===== src/rtl/nrst_sequencer_if.sv =====
// Sequencer status/control bundle: SW reset request in, sequenced resets and status out.
// The master side is the sequencer; the slave side is the reset consumer or observer.
interface nrst_sequencer_if #(
    parameter int NUM_OUTS = 3
);
    logic                srst_i;
    logic [NUM_OUTS-1:0] nrst_o;
    logic                done_o;
    logic [1:0]          state_o;

    modport master (
        input  srst_i,
        output nrst_o,
        output done_o,
        output state_o
    );

    modport slave (
        output srst_i,
        input  nrst_o,
        input  done_o,
        input  state_o
    );
endinterface


===== src/rtl/nrst_sequencer.sv =====
// Reset sequencer: sync NRST_I, hold HOLD_CYCLES, release NRST_O bits STEP_CYCLES apart; all outputs are flops.
// No backpressure; define RST_SEQ_SW_RESET_EN to let a synchronous SRST_I request re-run the hold/release sequence.
module nrst_sequencer #(
    parameter int STAGES      = 2,
    parameter int NUM_OUTS    = 3,
    parameter int HOLD_CYCLES = 4,
    parameter int STEP_CYCLES = 3
) (
    input  logic             CLK_I,
    input  logic             NRST_I,
    nrst_sequencer_if.master bus
);
    localparam int MAXC = (HOLD_CYCLES > STEP_CYCLES) ? HOLD_CYCLES : STEP_CYCLES;
    localparam int CW   = $clog2(MAXC + 1);
    localparam int IW   = $clog2(NUM_OUTS + 1);

    localparam logic [CW-1:0] HOLD_C = CW'(HOLD_CYCLES);
    localparam logic [CW-1:0] STEP_C = CW'(STEP_CYCLES);
    localparam logic [IW-1:0] LAST_I = IW'(NUM_OUTS);

    typedef enum logic [1:0] {
        SYNC    = 2'd0,
        HOLD    = 2'd1,
        RELEASE = 2'd2,
        RUN     = 2'd3
    } state_t;

    logic [STAGES-1:0]   sync_q,  sync_d;
    state_t              state_q, state_d;
    logic [CW-1:0]       cnt_q,   cnt_d;
    logic [IW-1:0]       idx_q,   idx_d;
    logic [NUM_OUTS-1:0] nrst_q,  nrst_d;
    logic                done_q,  done_d;

    logic [CW-1:0]       cnt_inc;
    logic                synced;
    logic                sw_req;

    assign synced  = sync_q[STAGES-1];
    // Saturating increment: the counter is cleared on every release, so it never
    // needs to wrap, and holding at all-ones keeps a stuck count harmless.
    assign cnt_inc = (cnt_q == {CW{1'b1}}) ? cnt_q : cnt_q + 1'b1;

`ifdef RST_SEQ_SW_RESET_EN
    // In SYNC the synchronized board reset still owns the sequence.
    assign sw_req = bus.srst_i && (state_q != SYNC);
`else
    logic unused_srst;
    assign unused_srst = bus.srst_i;
    assign sw_req      = 1'b0;
`endif

    always_comb begin
        sync_d  = {sync_q[STAGES-2:0], 1'b1};
        state_d = state_q;
        cnt_d   = cnt_q;
        idx_d   = idx_q;
        nrst_d  = nrst_q;
        done_d  = done_q;

        unique case (state_q)
            SYNC: begin
                // The edge that first sees the synced release is also the first hold count.
                if (synced) begin
                    if (HOLD_C == CW'(1)) begin
                        nrst_d[0] = 1'b1;
                        idx_d     = IW'(1);
                        cnt_d     = '0;
                        state_d   = RELEASE;
                    end else begin
                        cnt_d   = CW'(1);
                        state_d = HOLD;
                    end
                end
            end
            HOLD: begin
                if (cnt_inc == HOLD_C) begin
                    nrst_d[0] = 1'b1;
                    idx_d     = IW'(1);
                    cnt_d     = '0;
                    state_d   = RELEASE;
                end else begin
                    cnt_d = cnt_inc;
                end
            end
            RELEASE: begin
                if (idx_q == LAST_I) begin
                    done_d  = 1'b1;
                    cnt_d   = '0;
                    state_d = RUN;
                end else if (cnt_inc == STEP_C) begin
                    for (int k = 0; k < NUM_OUTS; k++) begin
                        if (IW'(k) == idx_q) begin
                            nrst_d[k] = 1'b1;
                        end
                    end
                    idx_d = idx_q + 1'b1;
                    cnt_d = '0;
                end else begin
                    cnt_d = cnt_inc;
                end
            end
            RUN: begin
                state_d = RUN;
            end
            default: begin
                state_d = SYNC;
            end
        endcase

        // While the request stays high this re-enters HOLD every edge with the count at zero.
        if (sw_req) begin
            nrst_d  = '0;
            done_d  = 1'b0;
            cnt_d   = '0;
            idx_d   = '0;
            state_d = HOLD;
        end
    end

    always_ff @(posedge CLK_I or negedge NRST_I) begin
        if (!NRST_I) begin
            sync_q  <= '0;
            state_q <= SYNC;
            cnt_q   <= '0;
            idx_q   <= '0;
            nrst_q  <= '0;
            done_q  <= 1'b0;
        end else begin
            sync_q  <= sync_d;
            state_q <= state_d;
            cnt_q   <= cnt_d;
            idx_q   <= idx_d;
            nrst_q  <= nrst_d;
            done_q  <= done_d;
        end
    end

    assign bus.nrst_o  = nrst_q;
    assign bus.done_o  = done_q;
    assign bus.state_o = state_q;
endmodule

===== src/flat_wrapper.sv =====
// flat-port wrapper written by rule: the top's interface ports become plain ports
module nrst_sequencer_flat 
#(
    parameter int STAGES      = 2,
    parameter int NUM_OUTS    = 3,
    parameter int HOLD_CYCLES = 4,
    parameter int STEP_CYCLES = 3
)
  (CLK_I, NRST_I, bus_srst_i, bus_nrst_o, bus_done_o, bus_state_o);
  nrst_sequencer_if #(.NUM_OUTS(NUM_OUTS)) bus_i ();
  input  logic CLK_I;
  input  logic NRST_I;
  input wire logic [$bits(bus_i.srst_i)-1:0] bus_srst_i;
  output wire logic [$bits(bus_i.nrst_o)-1:0] bus_nrst_o;
  output wire logic [$bits(bus_i.done_o)-1:0] bus_done_o;
  output wire logic [$bits(bus_i.state_o)-1:0] bus_state_o;
  assign bus_i.srst_i = bus_srst_i;
  assign bus_nrst_o = bus_i.nrst_o;
  assign bus_done_o = bus_i.done_o;
  assign bus_state_o = bus_i.state_o;
  nrst_sequencer #(.STAGES(STAGES), .NUM_OUTS(NUM_OUTS), .HOLD_CYCLES(HOLD_CYCLES), .STEP_CYCLES(STEP_CYCLES)) u_core (.CLK_I(CLK_I), .NRST_I(NRST_I), .bus(bus_i));
endmodule

===== config.mk =====
export PLATFORM = sky130hd
export DESIGN_NAME = nrst_sequencer_flat
export DESIGN_NICKNAME = d
export VERILOG_FILES = /design/src/rtl/nrst_sequencer_if.sv /design/src/rtl/nrst_sequencer.sv /design/src/flat_wrapper.sv
export SDC_FILE = /design/constraint.sdc
export NUM_CORES = 1
export LEC_CHECK = 0
export CAP_MARGIN = 20
export CORE_ASPECT_RATIO = 1.1
export CORE_UTILIZATION = 53
export CTS_CLUSTER_SIZE = 30
export DETAILED_ROUTE_END_ITERATION = 12
export PLACE_DENSITY = 0.86
export SLEW_MARGIN = 20
export SYNTH_ARGS = -nofsm -noshare
export SYNTH_HDL_FRONTEND = slang
export SYNTH_SLANG_ARGS = --single-unit

===== constraint.sdc =====
create_clock -name CLK_I -period 2.3 [get_ports CLK_I]
set_input_delay 0.46 -clock CLK_I [delete_from_list [all_inputs] [get_ports CLK_I]]
set_output_delay 0.46 -clock CLK_I [all_outputs]
set_load 0.05 [all_outputs]

==> flow_metrics.py, run 1 <==
metrics = {
    "logic_synthesis": {
        "async_reset_ff_share_pct": 100,
        "synthFlopType": "dfrtp_1",
        "syn-instance-count": 74,
        "avgSynthCellArea_sq_um": 10.6,
        "synth.distinct_cells": 29,
        "ys_ff_latch": 13,
        "yosysSeqAreaShare_pct": 41.5,
        "syn_nets": 86,
        "synth_edf_count": 0,
        "syn_area_sq_um": 783,
        "ys_warn_count": 0,
    },
    "layout": {
        "final_util_pct": 66.1,
        "finalNetCount": 98,
        "stdcell_area_sq_um": 903,
        "seqCellArea_sq_um": 325,
        "layout_common_cells": "dfrtp_1, ha_1, clkdlybuf4s50_1",
        "syn_to_final_growth_pct": 15.3,
        "num-fill-cells": 104,
        "layout_commonest_cell": "dfrtp_1",
        "insertedDiodeCount": 0,
        "multiInputGateArea_sq_um": 432,
        "drive_above_1_share_pct": 10.6,
    },
    "worst_setup_path": {
        "reg2reg_slack_ps": 360,
        "cp_num_buf_inv": 1,
        "path_cells": "clkdlybuf4s50_1",
        "slowest_delay_ps": 820,
        "slowest_stage": "clkdlybuf4s50_1",
        "worstSetupPathType": "flop to output pin",
        "crit_fanout": 4,
        "worstSetupEndpointType": "output pin",
        "reg2reg_depth": 5,
        "cp.arrival_ps": 1500,
        "cp.required_ps": 1840,
        "r2r-start": "u_core.cnt_q[0]$_DFFE_PN0P_",
        "start_kind": "flop",
        "cp_top_family": "buffers and inverters",
        "reg2reg_to": "u_core.bus.state_o[1]$_DFFE_PN0P_",
    },
    "detailed_routing": {
        "viasPerCell": 5.73,
        "drc_errors": 0,
        "vias": 579,
        "wl_per_cell_um": 14.4,
        "routed_wl_um": 1460,
        "dr.first_iter.drc_count": 8,
        "drtAntennaViolNets": 0,
        "drt_first_pass_iters": 4,
    },
    "sta": {
        "drv_slew": 0,
        "hold_violations": 0,
        "fin_tns_setup_ps": 0,
        "tightest_slew_ps": 582,
        "setup_violations": 0,
        "max_clock_freq_mhz": 509,
        "finalCritPeriodShare_pct": 85.4,
        "maxSlewHeadroom_pct": 61.1,
        "rsz0062_at_grt": "no",
        "layout_min_cycle_time_ps": 1960,
        "skew_ps": 3.20,
    },
    "clocking": {
        "tritoncts": "done",
        "insertion_delay_ps": 280,
        "postCtsHoldBufs": 0,
        "cts_setup_buffers": 0,
        "clock-sinks": 13,
        "post_cts_resized": 0,
        "cts_made_buffers": 3,
        "clockBufferDepth": 2,
        "cts.reportedPaths.clkPinSlew_ps": 80,
        "cts-root-buf": "clkbuf_4",
        "h-tree-depth": 1,
    },
    "floorplanning": {
        "die_area_sq_um": 1640,
        "die_x_um": 38.7,
        "initial_utilization_pct": 57.3,
        "core-area_sq_um": 1370,
        "rows": 14,
        "die_h_um": 42.3,
        "io_pins": 9,
    },
    "job": {
        "maxCapViolations": 0,
    },
    "power": {
        "power_density_nw_per_um2": 958,
        "max-vdd-ir-drop_uv": 724,
        "total_power_w": 0.000865,
        "cellLeakagePower_nw": 0.433,
    },
    "min_path": {
        "hp-start": "u_core.sync_q[0]$_DFF_PN0_",
        "holdPathEnd": "u_core.sync_q[1]$_DFF_PN0_",
        "hp-class": "flop to flop",
        "min_delay_path_depth": 0,
    },
    "place": {
        "hpwl_um": 1070,
        "place_area_sq_um": 877,
        "gp_congestion": 0.809,
        "numPortBuffers": 7,
    },
    "outcome": {
        "outcome": "completed",
    },
    "grt": {
        "overflow": 0,
        "antenna_found_initial": 0,
        "grt_max_degree": 14,
        "grt_usage_pct": 22.1,
        "grt_pass1_wl_um": 2500,
        "grt_pass1_vias": 571,
    },
}
## cell families (layout without fill, tap and decap cells)
logic type / Yosys count / in the layout / share of synthesized area (%)
simple gates: 23 / 23 / 19.3
compound gates: 18 / 18 / 17.1
flops: 13 / 13 / 41.5
fa+ha+maj: 9 / 9 / 14.4
buf+inv: 7 / 18 / 3.35
mux: 3 / 3 / 3.83
other cells: 1 / 1 / 0.479
## where the power goes
part           leakage [nW]  switching (W)  total [W]  internal [W]
Sequential            0.154      0.0000684   0.000355      0.000287
Clock                0.0150      0.0000762   0.000143     0.0000672
Combinational         0.264       0.000202   0.000367      0.000165
Total                 0.433       0.000346   0.000865      0.000519
## layout make-up
class / count / share of cell area [%]
multi-input combinational: 54 / 47.8
sequential: 13 / 36.0
timing repair buffer: 8 / 8.59
clock buffer: 4 / 2.91
inverter: 6 / 2.49
tap: 16 / 2.22
## Yosys cell counts, types with 2 or more instances
cell type  instances  area share [%]
nand2_1            4             1.9
o211ai_1           2             1.9
o21ai_0            2             1.3
dfrtp_1           13              42
nor2_1             2            0.96
nand3b_1           2             1.9
mux2i_1            3             3.8
inv_1              6             2.9
ha_1               9              14
nand4_1            2             1.6
a21o_1             3             2.9
a21oi_1            4             2.6
a31o_2             2             2.2
nor2b_1            4             3.2
nor3b_1            2             1.9
## through the flow
stage / worst slack (ps) / cells / hold WS, ps
after floorplan: 294 / 74 / 164
after global placement: 439 / 97 / 335
after detailed placement: 409 / 97 / 346
after CTS: 326 / 101 / 364
after global routing: 250 / 101 / 372
final: 336 / 101 / 360
## routing by layer
metal | vias to the layer above | routed length, um | GRT usage [%]
met2 | 9 | 712 | 33.7
met5 | - | 0 | 0
met1 | 281 | 670 | 29.3
met3 | 5 | 36 | 4.79
li1 | 284 | - | -
met4 | 0 | 36 | 10.3
## flip-flops by register name, indices dropped and copies added, names as in the netlist
signal / flops
u_core.bus.done_o: 1
u_core.cnt_q: 3
u_core.idx_q: 2
u_core.bus.nrst_o: 3
u_core.sync_q: 2
u_core.bus.state_o: 2
## worst max-delay path by stage
| stage | startpoint | end | slack, ps | cells past startpoint |
|---|---|---|---|---|
| after CTS | u_core.bus.state_o[0]$_DFFE_PN0P_ | bus_state_o[0] | 330 | 1 |
| after global placement | u_core.cnt_q[0]$_DFFE_PN0P_ | u_core.bus.nrst_o[0]$_DFFE_PN0P_ | 440 | 5 |
| after floorplan | u_core.bus.state_o[1]$_DFFE_PN0P_ | u_core.bus.state_o[0]$_DFFE_PN0P_ | 290 | 6 |
| after global routing | u_core.cnt_q[0]$_DFFE_PN0P_ | u_core.bus.state_o[0]$_DFFE_PN0P_ | 250 | 5 |
| after detailed placement | u_core.cnt_q[0]$_DFFE_PN0P_ | u_core.bus.state_o[1]$_DFFE_PN0P_ | 410 | 5 |
| final | u_core.bus.state_o[0]$_DFFE_PN0P_ | bus_state_o[0] | 340 | 1 |
Note: power is estimated with default switching activity, not from simulation.
==> run 2, diff against run 1 <==
CTS_CLUSTER_SIZE = 10   (was 30)
==> results of run 2 <==
Same layout as run 1: the final DEF is identical, and so are final timing and power.
